--- src/rtl/sipo_rx_if.sv ---
// Bus between the serial line/consumer and the sipo_rx deserializer.
// slave: the deserializer side. master: the side driving the line and consuming words.
interface sipo_rx_if #(
    parameter int DATA_WIDTH = 8
);
    logic                  en_i;
    logic                  sync_i;
    logic                  data_i;
    logic                  ready_i;
    logic                  clr_ovf_i;
    logic [DATA_WIDTH-1:0] data_o;
    logic                  valid_o;
    logic                  ovf_o;
    logic                  parity_err_o;

    modport slave (
        input  en_i, sync_i, data_i, ready_i, clr_ovf_i,
        output data_o, valid_o, ovf_o, parity_err_o
    );

    modport master (
        output en_i, sync_i, data_i, ready_i, clr_ovf_i,
        input  data_o, valid_o, ovf_o, parity_err_o
    );
endinterface

--- src/rtl/sipo_rx.sv ---
// Serial-in/parallel-out deserializer, downstream mirror of the PISO stage.
// Collects one bit per en_i strobe, presents whole words on a registered
// valid/ready port and flags (sticky) words dropped while the consumer stalls.
// Optional even-parity bit per frame when SIPO_RX_PARITY_EN is defined.
//
// state  | meaning
// SHIFT  | collecting data bits of the current frame
// PARITY | all data bits in sr, waiting for the parity strobe (macro only)
module sipo_rx #(
    parameter int    DATA_WIDTH   = 8,
    parameter string DO_MSB_FIRST = "TRUE"
) (
    input  logic      clk_i,
    input  logic      a_rst_i,
    sipo_rx_if.slave  bus
);
    localparam int              CW        = $clog2(DATA_WIDTH + 1);
    localparam bit              MSB_FIRST = (DO_MSB_FIRST == "TRUE");
    localparam logic [CW-1:0]   LAST      = CW'(DATA_WIDTH - 1);

    logic [DATA_WIDTH-1:0] sr_q, sr_d;
    logic [CW-1:0]         cnt_q, cnt_d;
    logic [DATA_WIDTH-1:0] data_q, data_d;
    logic                  valid_q, valid_d;
    logic                  ovf_q, ovf_d;

    logic [DATA_WIDTH-1:0] shifted;
    logic [DATA_WIDTH-1:0] first_bit;
    logic [DATA_WIDTH-1:0] word_new;
    logic                  done;

`ifdef SIPO_RX_PARITY_EN
    typedef enum logic {ST_SHIFT, ST_PARITY} state_t;
    state_t state_q, state_d;
    logic   perr_q, perr_d;
    logic   perr_new;
`endif

    // Shift register contents after taking data_i, and the value a resync strobe starts from
    always_comb begin
        if (MSB_FIRST) begin
            shifted   = {sr_q[DATA_WIDTH-2:0], bus.data_i};
            first_bit = {{(DATA_WIDTH-1){1'b0}}, bus.data_i};
        end else begin
            shifted   = {bus.data_i, sr_q[DATA_WIDTH-1:1]};
            first_bit = {bus.data_i, {(DATA_WIDTH-1){1'b0}}};
        end
    end

    // Next-state: framing, word completion, load/overflow and handshake
    always_comb begin
        sr_d     = sr_q;
        cnt_d    = cnt_q;
        data_d   = data_q;
        valid_d  = valid_q;
        ovf_d    = ovf_q;
        done     = 1'b0;
        word_new = shifted;
`ifdef SIPO_RX_PARITY_EN
        state_d  = state_q;
        perr_d   = perr_q;
        perr_new = 1'b0;
`endif

        // sync wins over completion; a strobe in the same cycle starts the new frame
        if (bus.sync_i) begin
`ifdef SIPO_RX_PARITY_EN
            state_d = ST_SHIFT;
`endif
            if (bus.en_i) begin
                sr_d  = first_bit;
                cnt_d = CW'(1);
            end else begin
                sr_d  = '0;
                cnt_d = '0;
            end
        end else if (bus.en_i) begin
`ifdef SIPO_RX_PARITY_EN
            if (state_q == ST_PARITY) begin
                done     = 1'b1;
                word_new = sr_q;
                perr_new = (^sr_q) ^ bus.data_i;
                sr_d     = '0;
                state_d  = ST_SHIFT;
            end else if (cnt_q == LAST) begin
                sr_d    = shifted;
                cnt_d   = '0;
                state_d = ST_PARITY;
            end else begin
                sr_d  = shifted;
                cnt_d = cnt_q + CW'(1);
            end
`else
            if (cnt_q == LAST) begin
                done  = 1'b1;
                sr_d  = '0;
                cnt_d = '0;
            end else begin
                sr_d  = shifted;
                cnt_d = cnt_q + CW'(1);
            end
`endif
        end

        // clear first so a simultaneous overflow still sets the flag
        if (bus.clr_ovf_i) begin
            ovf_d = 1'b0;
        end

        if (done) begin
            if (!valid_q || bus.ready_i) begin
                data_d  = word_new;
                valid_d = 1'b1;
`ifdef SIPO_RX_PARITY_EN
                perr_d  = perr_new;
`endif
            end else begin
                ovf_d = 1'b1;
            end
        end else if (valid_q && bus.ready_i) begin
            valid_d = 1'b0;
`ifdef SIPO_RX_PARITY_EN
            perr_d  = 1'b0;
`endif
        end
    end

    // State registers with asynchronous reset
    always_ff @(posedge clk_i or posedge a_rst_i) begin
        if (a_rst_i) begin
            sr_q    <= '0;
            cnt_q   <= '0;
            data_q  <= '0;
            valid_q <= 1'b0;
            ovf_q   <= 1'b0;
`ifdef SIPO_RX_PARITY_EN
            state_q <= ST_SHIFT;
            perr_q  <= 1'b0;
`endif
        end else begin
            sr_q    <= sr_d;
            cnt_q   <= cnt_d;
            data_q  <= data_d;
            valid_q <= valid_d;
            ovf_q   <= ovf_d;
`ifdef SIPO_RX_PARITY_EN
            state_q <= state_d;
            perr_q  <= perr_d;
`endif
        end
    end

    assign bus.data_o  = data_q;
    assign bus.valid_o = valid_q;
    assign bus.ovf_o   = ovf_q;
`ifdef SIPO_RX_PARITY_EN
    assign bus.parity_err_o = perr_q;
`else
    assign bus.parity_err_o = 1'b0;
`endif

endmodule

--- src/flat_wrapper.sv ---
// flat-port wrapper written by rule: the top's interface ports become plain ports
module sipo_rx_flat 
#(
    parameter int    DATA_WIDTH   = 8,
    parameter string DO_MSB_FIRST = "    "
)
  (clk_i, a_rst_i, bus_en_i, bus_sync_i, bus_data_i, bus_ready_i, bus_clr_ovf_i, bus_data_o, bus_valid_o, bus_ovf_o, bus_parity_err_o);
  sipo_rx_if #(.DATA_WIDTH(DATA_WIDTH)) bus_i ();
  input  logic clk_i;
  input  logic a_rst_i;
  input wire logic [$bits(bus_i.en_i)-1:0] bus_en_i;
  input wire logic [$bits(bus_i.sync_i)-1:0] bus_sync_i;
  input wire logic [$bits(bus_i.data_i)-1:0] bus_data_i;
  input wire logic [$bits(bus_i.ready_i)-1:0] bus_ready_i;
  input wire logic [$bits(bus_i.clr_ovf_i)-1:0] bus_clr_ovf_i;
  output wire logic [$bits(bus_i.data_o)-1:0] bus_data_o;
  output wire logic [$bits(bus_i.valid_o)-1:0] bus_valid_o;
  output wire logic [$bits(bus_i.ovf_o)-1:0] bus_ovf_o;
  output wire logic [$bits(bus_i.parity_err_o)-1:0] bus_parity_err_o;
  assign bus_i.en_i = bus_en_i;
  assign bus_i.sync_i = bus_sync_i;
  assign bus_i.data_i = bus_data_i;
  assign bus_i.ready_i = bus_ready_i;
  assign bus_i.clr_ovf_i = bus_clr_ovf_i;
  assign bus_data_o = bus_i.data_o;
  assign bus_valid_o = bus_i.valid_o;
  assign bus_ovf_o = bus_i.ovf_o;
  assign bus_parity_err_o = bus_i.parity_err_o;
  sipo_rx #(.DATA_WIDTH(DATA_WIDTH), .DO_MSB_FIRST(DO_MSB_FIRST)) u_core (.clk_i(clk_i), .a_rst_i(a_rst_i), .bus(bus_i));
endmodule
--- config.mk ---
export PLATFORM = sky130hd
export DESIGN_NAME = sipo_rx_flat
export DESIGN_NICKNAME = d
export VERILOG_FILES = /design/src/rtl/sipo_rx_if.sv /design/src/rtl/sipo_rx.sv /design/src/flat_wrapper.sv
export SDC_FILE = /design/constraint.sdc
export NUM_CORES = 1
export LEC_CHECK = 0
export BUFFER_PORTS_ARGS = -buffer_cell sky130_fd_sc_hd__buf_4
export CAP_MARGIN = 20
export CORE_MARGIN = 5
export CORE_UTILIZATION = 47
export DETAILED_ROUTE_END_ITERATION = 6
export GPL_TIMING_DRIVEN = 0
export PLACE_DENSITY_LB_ADDON = 0.08
export SLEW_MARGIN = 10
export SYNTH_ARGS = -nofsm -noshare
export SYNTH_HDL_FRONTEND = slang
export SYNTH_SLANG_ARGS = --single-unit
--- constraint.sdc ---
create_clock -name clk_i -period 1.2 [get_ports clk_i]
set_input_delay 0 -clock clk_i [delete_from_list [all_inputs] [get_ports clk_i]]
set_output_delay 0 -clock clk_i [all_outputs]
set_load 0.01 [all_outputs]
Word-level counts from Yosys, hierarchy flattened
Index checks and enable logic that the tools add are counted.
{"block": "classes", "n_mux": 17, "n_addsub": 1, "reduce_logical": 7, "eq_ne": 2}
{"operator": "$mux 8", "count": 4}
{"operator": "$mux 4", "count": 3}
{"operator": "$mux 1", "count": 10}
{"operator": "$add 4x1->4 const B", "count": 1}
{"operator": "$eq 4x3->1 const B", "count": 1}
{"operator": "$reduce_and 2->1", "count": 2}
{"operator": "$reduce_bool 2->1", "count": 2}
{"operator": "$ne 2x2->1 const B", "count": 1}
{"operator": "$logic_and 1x1->1", "count": 1}
{"operator": "$logic_not 1->1", "count": 1}
{"operator": "$logic_or 1x1->1", "count": 1}
{"block": "totals", "register_bits": 22, "input_bits": 7, "wordCells": 32, "out_inout_bits": 11}

Logic depth before layout (Yosys ltp)
Gate-level depths: netlist of the first run.
{"block": "logic_depth", "ltp_word": 6, "depth_mapped": 4, "ltp_nobuf": 4}

Worst setup path before layout of the first run
No wires, ideal clock.
{"block": "synth_path", "kind": "register to register", "start": "register u_core.cnt_q[3]", "end": "register u_core.data_q[0], in the netlist u_core.bus.data_o[0]", "path_slack_ns": -0.049, "synth_period_minus_slack_ns": 1.249, "stages_incl_launch_ff": 4, "arrival_time_ns": 1.125, "n_path_buf": 0, "setup_ns": 0.125, "required_time_ns": 1.075, "path_cell_list": "dfrtp_1 nor3b_2 nand4_4 mux2_2"}
{"block": "synth_via", "elab_chain_len": 5}
{"item": "start: declaration", "line_no": "sipo_rx.sv:22", "rtl": "logic [CW-1:0] cnt_q, cnt_d;"}
{"item": "start signal: assignment", "line_no": "sipo_rx.sv:142", "rtl": "cnt_q <= cnt_d;"}
{"item": "$eq 4x3->1", "line_no": "sipo_rx.sv:94", "rtl": "if (cnt_q == LAST) begin"}
{"item": "$mux 1", "line_no": "sipo_rx.sv:94"}
{"item": "$mux 1", "line_no": "sipo_rx.sv:77", "rtl": "end else if (bus.en_i) begin"}
{"item": "$mux 1", "line_no": "sipo_rx.sv:66", "rtl": "if (bus.sync_i) begin"}
{"item": "$reduce_and 2->1 (no source line)"}
{"item": "end signal: assignment", "line_no": "sipo_rx.sv:143", "rtl": "data_q <= data_d;"}
{"item": "end: declaration", "line_no": "sipo_rx.sv:23", "rtl": "logic [DATA_WIDTH-1:0] data_q, data_d;"}
Every way passes these cells.
A chain may end at the register's enable or synchronous reset.

Worst setup path after layout of the first run
{"block": "layout_path", "start": "register u_core.cnt_q[3]", "end": "register u_core.data_q[3], in the netlist u_core.bus.data_o[3]"}
Same word-level chain as after synthesis.

==> results of run 1 <==
==> layer usage <==
metal | global-route usage [%] | routed length (um) | up-vias
met1 | 18.3 | 818 | 351
met4 | 7.88 | 12 | 0
met5 | 0 | 0 | -
li1 | - | - | 333
met2 | 23.8 | 915 | 22
met3 | 3.32 | 108 | 2
==> kinds of logic (layout without fill, tap and decap cells) <==
family,count (synthesis),after routing,synth area share [%]
compound gates,9,9,5.36
simple gates,31,31,20.1
mux,9,9,11.0
other cells,1,1,0.412
fa+ha+maj,1,1,1.37
flops,21,21,57.7
buf+inv,6,37,3.16
xor+xnor,1,1,0.962
==> where the power goes <==
group / switching [mW] / leakage, nW / internal, mW / total (mW)
Combinational: 0.0732 / 0.285 / 0.0780 / 0.151
Sequential: 0.0184 / 0.288 / 0.726 / 0.744
Clock: 0.217 / 0.0177 / 0.124 / 0.341
==> critical path: stages, from the launching register on <==
cell,delay [ns]
dfrtp_1,0.43
nor3b_4,0.26
nand4_4,0.21
mux2_2,0.32
==> sequential cells by signal, indices dropped and copies added, names as in the netlist <==
signal	cells
u_core.bus.data_o	8
u_core.bus.ovf_o	1
u_core.bus.valid_o	1
u_core.cnt_q	4
u_core.sr_q	7
==> final timing paths <==
kind / from / slack, ns / to / cells after the start
min: bus_sync_i / 0.007 / u_core.sr_q[7]$_DFFE_PP0P_ / 3
min reg2reg: u_core.bus.data_o[0]$_DFFE_PP0P_ / 0.52 / u_core.bus.data_o[0]$_DFFE_PP0P_ / 1
max in group asynchronous: a_rst_i / 0.33 / u_core.bus.data_o[3]$_DFFE_PP0P_ / 3
min in group asynchronous: a_rst_i / 0.39 / u_core.cnt_q[2]$_DFFE_PP0P_ / 3
max: u_core.cnt_q[3]$_DFFE_PP0P_ / -0.12 / u_core.bus.data_o[3]$_DFFE_PP0P_ / 3
max reg2reg: u_core.cnt_q[3]$_DFFE_PP0P_ / -0.12 / u_core.bus.data_o[3]$_DFFE_PP0P_ / 3
==> metrics by stage <==
stage	area, um2	worst slack (ns)	total power [mW]
5_1_grt	1260	-0.165	1.31
3_5_place_dp	1070	-0.174	0.865
4_1_cts	1190	-0.115	1.23
6_report	1260	-0.117	1.24
2_1_floorplan	913	-0.0290	0.822
3_3_place_gp	1070	-0.142	0.862
==> cell usage in the layout (no fill, tap or decap) <==
cell type and instances:
a21oi_1 2, a21oi_2 5, buf_2 2, buf_4 21
buf_6 3, clkbuf_1 1, clkbuf_4 3, clkinv_2 1
conb_1 1, dfrtp_1 21, dlygate4sd3_1 4, ha_4 1
inv_1 2, mux2_2 8, mux2i_1 1, nand2_1 7
nand2b_1 7, nand3_1 3, nand3_2 5, nand3b_1 2
nand4_1 1, nand4_4 1, nor2_1 3, nor3b_4 1
o211ai_1 1, o22ai_1 1, or3_1 1, xor2_1 1
==> cell type report <==
cell class	instances	share of cell area (%)
well taps	27	2.68
plain buffers	4	1.69
repair buffers	27	17.8
clock buffers	3	1.79
inverters	2	0.596
flip-flops and latches	21	41.7
multi-input cells	52	33.3
clock inverters	1	0.398
==> repair_timing <==
item	in CTS	in global routing
resized for setup	3	12
setup buffers	5	2
pin swaps	1	6
endpoints found under the hold margin	24	0
hold buffers	4	0
endpoints found under the setup margin	17	17
==> out/metrics.yaml, run 1 <==
drt:
  wl_per_cell_um: 13.5
  drt_first_pass_iters: 4
  drtAntennaViolNets: 0
  via_per_inst: 5.17
  drt_first_iter_violations: 11
  routed_wl_um: 1850
  vias: 708
  route.detailed.drc: 0
global_route:
  grt.overflow.total: 0
  grt_max_degree: 22
  grt_use_total_pct: 14.8
  grt_pass1_wl_um: 3040
  grt_antenna_before_repair: 0
  grt_pass1_vias: 706
timing:
  final-hold-violation-count: 0
  fin_worst_skew_ns: 0.000971
  relSlewSlack_pct: 48.1
  period_share_pct: 110
  fmax_ghz: 0.759
  finalSetupTns_ns: -1.23
  holdWs_ns: 0.00743
  period_needed_ns: 1.32
  final-max-slew-violation-count: 0
  worst-slew-pin-transition_ns: 0.778
  timing.final.ws_setup_ns: -0.117
  rsz0062_at_grt: "true"
  setup-violations-final: 15
logic_synthesis:
  synth-warning-count: 0
  synth_top_cells_by_area: "dfrtp_1, mux2_2, nand2b_1"
  synthArstFlopShare_pct: 100
  synth.distinct_cells: 22
  synth_cells: 79
  synth_top_area_share_pct: 57.7
  synth_fp_nets: 87
  yosysMostFrequentCell: "dfrtp_1"
  synth_area_per_cell_um2: 11.5
  synth_area_um2: 911
  ys_seq_area_share_pct: 57.7
  netlist.top_cell.by_area: "dfrtp_1"
  ys_ff_latch: 21
  synth_commonest_cells: "dfrtp_1, mux2_2, nand3_1"
  synth_edf_count: 0
  ys.flop_type: "dfrtp_1"
floorplanning:
  die_y_um: 54.0
  die-area_um2: 2920
  die_w_um: 54.0
  fp.coreArea_um2: 1900
  pin_count: 18
  fp-row-count: 16
  start_util_pct: 47.9
cells_and_area:
  multi_input_area_um2: 419
  n_antenna_cell: 0
  ff_latch_area_um2: 526
  nFillCells: 161
  drive_gt1_share_pct: 46.4
  area_growth_pct: 38.2
  fin_util_pct: 66.2
  final_nets: 119
  finalNonFillerCells: 137
setup_path:
  required_ns: 1.40
  criticalPathCategory: "reg2reg"
  cp-start-kind: "flop"
  cp-end-kind: "flop"
  crit_path_max_fanout: 8
  arrival_ns: 1.52
place:
  place_inst: 122
  hpwl_um: 1130
  routabilityCongestion: 0.733
  io_buffers: 16
clocking:
  worst_skew_pair.late_latency_ns: 0.30
  clockBufferDepth: 2
  cts-root-buf: "clkbuf_4"
  h-tree-depth: 1
  cts_made_buffers: 3
  cts_tree: "done"
  cts_sinks: 21
  clkTransAtPathRegs_ns: 0.12
power_and_ir_drop:
  leakagePower_nw: 0.591
  peakVddDrop_v: 0.000639
  powerDensity_nw_per_um2: 983
outcome:
  violations: "negative setup slack"
  outcome: "finished with violations"
job:
  maxCapViolations: 0
worst_hold_path:
  hold_path.class: "in2reg"
No activity file was read; power rests on OpenSTA's default activity.
==> inputs of run 2 (changes only) <==
Settings changed: CORE_ASPECT_RATIO set to 0.9, CORE_UTILIZATION 47 to 50.
Clock period 1.2 ns to 1.35 ns, I/O delays scaled along.
==> run 2 against run 1 <==
Effect of this change: the flow now finishes without violations; sequential cell count unchanged; routed wire length fell by 2.7%; combinational power fell by 21%; final cell count fell by 2.9%; first-iteration DRC count fell by 36%; via count decreased by 0.85%.
==> out/metrics.yaml, run 2 (synthesis results as in run 1) <==
setup_path:
  cp-endpoint: "u_core.bus.data_o[0]$_DFFE_PP0P_"
  rrSetupSlack_ns: 0.03
  critPathLaunch: "u_core.cnt_q[3]$_DFFE_PP0P_"
  cp-start-kind: "flop"
  criticalPathCategory: "reg2reg"
  rr_startpoint: "u_core.cnt_q[3]$_DFFE_PP0P_"
  crit_path_max_fanout: 8
  r2r_cells: 3
  cp-end-kind: "flop"
  arrival_ns: 1.52
  required_ns: 1.55
  r2r_end: "u_core.bus.data_o[0]$_DFFE_PP0P_"
cells_and_area:
  layout_common_cells: "buf_4, dfrtp_1, mux2_2, nand3_1"
  finalNonFillerCells: 133
  drive_gt1_share_pct: 35.8
  nFillCells: 130
  final_nets: 118
  largest_register_ffs: 8
  multi_input_area_um2: 375
  area_growth_pct: 31.2
  ff_latch_area_um2: 526
  fin_area_um2: 1190
  n_antenna_cell: 0
  final_common_cell: "buf_4"
clocking:
  clockBufferDepth: 2
  h-tree-depth: 1
  cts_made_buffers: 3
  worst_skew_pair.late_latency_ns: 0.31
  cts_tree: "done"
  cts-root-buf: "clkbuf_4"
  cts_sinks: 21
  clkTransAtPathRegs_ns: 0.11
power_and_ir_drop:
  finalPower_mw: 1.08
  leakagePower_nw: 0.577
  peakVddDrop_v: 0.000605
  powerDensity_nw_per_um2: 908
timing:
  holdWs_ns: 0.0463
  relSlewSlack_pct: 49.0
  final-max-slew-violation-count: 0
  rsz0062_at_grt: "true"
  timing.final.ws_setup_ns: 0.0269
  period_needed_ns: 1.32
  setup-violations-final: 0
  final-hold-violation-count: 0
  worst-slew-pin-transition_ns: 0.764
  fin_worst_skew_ns: 0.00616
  fmax_ghz: 0.756
  period_share_pct: 98.0
global_route:
  grt_max_degree: 22
  grt_pass1_wl_um: 2980
  grt_pass1_vias: 677
  grt.overflow.total: 0
  grt_antenna_before_repair: 0
  grt_use_total_pct: 15.4
drt:
  routed_wl_um: 1800
  drt_first_iter_violations: 7
  route.detailed.drc: 0
  via_per_inst: 5.28
  drtAntennaViolNets: 0
  drt_first_pass_iters: 4
  wl_per_cell_um: 13.6
  vias: 702
floorplanning:
  die_w_um: 55.0
  pin_count: 18
  fp.coreArea_um2: 1700
  start_util_pct: 53.6
  die_y_um: 50.5
  die-area_um2: 2780
  fp-row-count: 14
place:
  place_inst: 119
  hpwl_um: 1150
  routabilityCongestion: 0.733
  post-place-ws_ns: -0.0531
  place_area_um2: 1060
  io_buffers: 16
job:
  maxCapViolations: 0
worst_hold_path:
  hold_path.class: "in2reg"
outcome:
  outcome: "completed"
==> run 2: changes by cell type in the layout (fill, tap and decap cells not counted), sizes merged <==
| cell | delta |
|---|---|
| buf | -1 |
| clkbuf | +1 |
| clkinv | -1 |
==> run 2: where the power goes <==
group | internal, mW | switching [mW] | leakage (nW)
combinational | 0.0615 | 0.0588 | 0.274
clock | 0.115 | 0.188 | 0.0150
sequential | 0.645 | 0.0162 | 0.288
total | 0.822 | 0.263 | 0.577
==> run 2: cell type report <==
type / instances / area share, %
well taps: 24 / 2.51
flip-flops and latches: 21 / 44.0
clock buffers: 4 / 2.20
plain buffers: 4 / 1.78
repair buffers: 26 / 17.5
inverters: 2 / 0.628
multi-input cells: 52 / 31.4
==> run 2: through the flow <==
stage | setup TNS (ns) | util [%]
2_1_floorplan | 0 | -
5_1_grt | -0.506 | 70.3
3_5_place_dp | -0.247 | 62.4
3_3_place_gp | -0.0352 | 62.4
4_1_cts | 0 | 68.9
6_report | 0 | 70.3
==> run 2: repair_timing <==
action	in CTS	in global routing
gates resized for setup	1	3
buffers inserted	5	1
pin swaps	3	2
endpoints found under the hold margin	24	0
hold buffers	4	0
setup endpoints to repair	12	17
==> run 2: worst min path at each step <==
| stage | startpoint | endpoint | slack (ns) | cells past startpoint |
|---|---|---|---|---|
| floorplan | a_rst_i | u_core.bus.data_o[0]$_DFFE_PP0P_ | -0.02 | 1 |
| global placement | a_rst_i | u_core.bus.data_o[6]$_DFFE_PP0P_ | 0.19 | 2 |
| detailed placement | a_rst_i | u_core.bus.data_o[6]$_DFFE_PP0P_ | 0.18 | 2 |
| CTS | bus_ready_i | u_core.bus.valid_o$_DFFE_PP0P_ | 0.04 | 3 |
| global route | bus_ready_i | u_core.bus.valid_o$_DFFE_PP0P_ | 0.06 | 3 |
| finish | bus_ready_i | u_core.bus.valid_o$_DFFE_PP0P_ | 0.05 | 3 |
==> run 2: per-layer routing <==
metal | GRT usage (%) | part of all wire (%) | vias to the layer above
met5 | 0 | 0 | -
met1 | 18.1 | 41 | 337
li1 | - | - | 330
met2 | 24.6 | 47 | 28
met3 | 3.25 | 7.8 | 7
met4 | 10.1 | 3.4 | 0
==> run 2: worst max-delay path, stage by stage, from the launching register on <==
cell     delay (ns)
dfrtp_1        0.43
nor3b_4        0.25
nand4_4        0.22
mux2_2         0.32
==> inputs of run 3 (changes only) <==
--- a/config.mk
+++ b/config.mk
@@ -14,4 +14,5 @@
 export GPL_TIMING_DRIVEN = 0
 export PLACE_DENSITY_LB_ADDON = 0.08
+export SETUP_SLACK_MARGIN = 0.15
 export SLEW_MARGIN = 10
 export SYNTH_ARGS = -nofsm -noshare
==> constraint.sdc (replaced) <==
create_clock -name clk_i -period 1.35 [get_ports clk_i]
set_input_delay 0 -clock clk_i [delete_from_list [all_inputs] [get_ports clk_i]]
set_output_delay 0 -clock clk_i [all_outputs]
set_load 0.02 [all_outputs]
==> run 3 against run 2 <==
Effect of this change: design area is 5.8% higher; clock skew fell by 0.0031 ns; critical path depth did not move; sequential share of layout area decreased by 2.4 points; combinational power grew 22%; critical endpoint is now u_core.bus.data_o[3]$_DFFE_PP0P_.
==> out/metrics.yaml, run 3 (synthesis results as in run 1) <==
floorplanning:
  fp.coreArea_um2: 1700
  die_w_um: 55.0
  die-area_um2: 2780
  start_util_pct: 53.6
  die_y_um: 50.5
  pin_count: 18
  fp-row-count: 14
drt:
  drtAntennaViolNets: 0
  drt_first_pass_iters: 4
  wl_per_cell_um: 13.4
  vias: 690
  routed_wl_um: 1810
  drt_first_iter_violations: 24
  route.detailed.drc: 0
  via_per_inst: 5.11
cells_and_area:
  finalNonFillerCells: 135
  fin_area_um2: 1260
  final_common_cell: "buf_4"
  area_growth_pct: 38.7
  nFillCells: 136
  multi_input_area_um2: 422
  n_antenna_cell: 0
  final_nets: 120
  ff_latch_area_um2: 526
  largest_register_ffs: 8
  drive_gt1_share_pct: 46.8
  layout_common_cells: "buf_4, dfrtp_1, mux2_2"
setup_path:
  path_cells: "nor3b_4, nand4_4, mux2_2"
  cp-end-kind: "flop"
  criticalPathCategory: "reg2reg"
  path_delay_family: "simple AND/OR/NAND/NOR gates"
  cp-start-kind: "flop"
  critPathMaxStageDelay_ns: 0.43
  rr_startpoint: "u_core.cnt_q[3]$_DFFE_PP0P_"
  required_ns: 1.54
  path_buf_inv: 0
  crit_path_max_fanout: 8
  critPathLaunch: "u_core.cnt_q[3]$_DFFE_PP0P_"
  cpMaxStageDelayCell: "dfrtp_1"
  arrival_ns: 1.50
timing:
  period_needed_ns: 1.31
  final-max-slew-violation-count: 0
  relSlewSlack_pct: 49.8
  final-hold-violation-count: 0
  setup-violations-final: 0
  fin_worst_skew_ns: 0.00302
  fmax_ghz: 0.763
  holdWs_ns: 0.0204
  finalSetupTns_ns: 0
  period_share_pct: 97.1
  rsz0062_at_grt: "true"
  worst-slew-pin-transition_ns: 0.752
clocking:
  cts_made_buffers: 3
  clkTransAtPathRegs_ns: 0.11
  worst_skew_pair.late_latency_ns: 0.30
  clockBufferDepth: 2
  cts_sinks: 21
  h-tree-depth: 1
  cts-root-buf: "clkbuf_4"
  cts_tree: "done"
global_route:
  grt_pass1_wl_um: 2930
  grt_max_degree: 22
  grt_use_total_pct: 14.6
  grt_antenna_before_repair: 0
  grt_pass1_vias: 683
  grt.overflow.total: 0
place:
  hpwl_um: 1100
  place_inst: 119
  routabilityCongestion: 0.742
  place_area_um2: 1060
  io_buffers: 16
power_and_ir_drop:
  peakVddDrop_v: 0.000899
  leakagePower_nw: 0.594
  finalPower_mw: 1.10
  powerDensity_nw_per_um2: 869
worst_hold_path:
  hold_start: "bus_sync_i"
  hold_path.class: "in2reg"
outcome:
  outcome: "completed"
job:
  maxCapViolations: 0
[run 3: changes by cell type in the layout (fill, tap and decap cells not counted), moves of 2 or more]
| cell | change |
|---|---|
| a21oi_1 | -5 |
| a21oi_2 | +5 |
| buf_6 | +2 |
| nand3_1 | -4 |
| nand3_2 | +4 |
[run 3: layout make-up]
type                       instances  area share [%]
buffer                             4            1.68
clock buffer                       4            2.08
inverter                           2           0.594
multi-input combinational         52            33.4
sequential                        21            41.6
tap                               24            2.38
timing repair buffer              28            18.3
[run 3: worst paths after layout]
path	end	slack, ns	cells past startpoint
max	u_core.bus.data_o[3]$_DFFE_PP0P_	0.04	3
min	u_core.sr_q[7]$_DFFE_PP0P_	0.02	3
max reg2reg	u_core.bus.data_o[3]$_DFFE_PP0P_	0.04	3
min reg2reg	u_core.bus.data_o[0]$_DFFE_PP0P_	0.52	1
max in group asynchronous	u_core.sr_q[2]$_DFFE_PP0P_	0.49	3
min in group asynchronous	u_core.cnt_q[3]$_DFFE_PP0P_	0.39	3
[run 3: power breakdown]
group,switching [mW],internal [mW]
Clock,0.174,0.115
Sequential,0.0168,0.645
Combinational,0.0717,0.0753
Total,0.262,0.836
[run 3: repair_timing]
item                       in CTS  in global routing
pin swaps                       1                  6
hold buffers                    4                  0
setup endpoints to repair      17                 17
gates cloned                    0                  0
hold endpoints to repair       24                  0
gates resized for setup         2                 14
buffers inserted                6                  2
[run 3: metrics by stage]
step	setup slack (ns)	util, %
finish	0.0393	74.4
global route	-0.0265	74.4
CTS	0.0639	70.1
detailed placement	-0.0000241	62.6
global placement	0.0141	62.6
floorplan	0.121	-
[run 3: per-layer routing]
metal  GRT usage, %  wire [um]  vias up
li1               -          -      337
met1           19.6        814      332
met2           21.5        847       19
met3           6.51        127        2
met4           4.05         15        0
met5              0          0        -
[run 3: worst register-to-register path: cells and delay by family (launching register included)]
family	cells	cell delay [ns]
simple gates	2	0.46
mux	1	0.33
flops	1	0.43
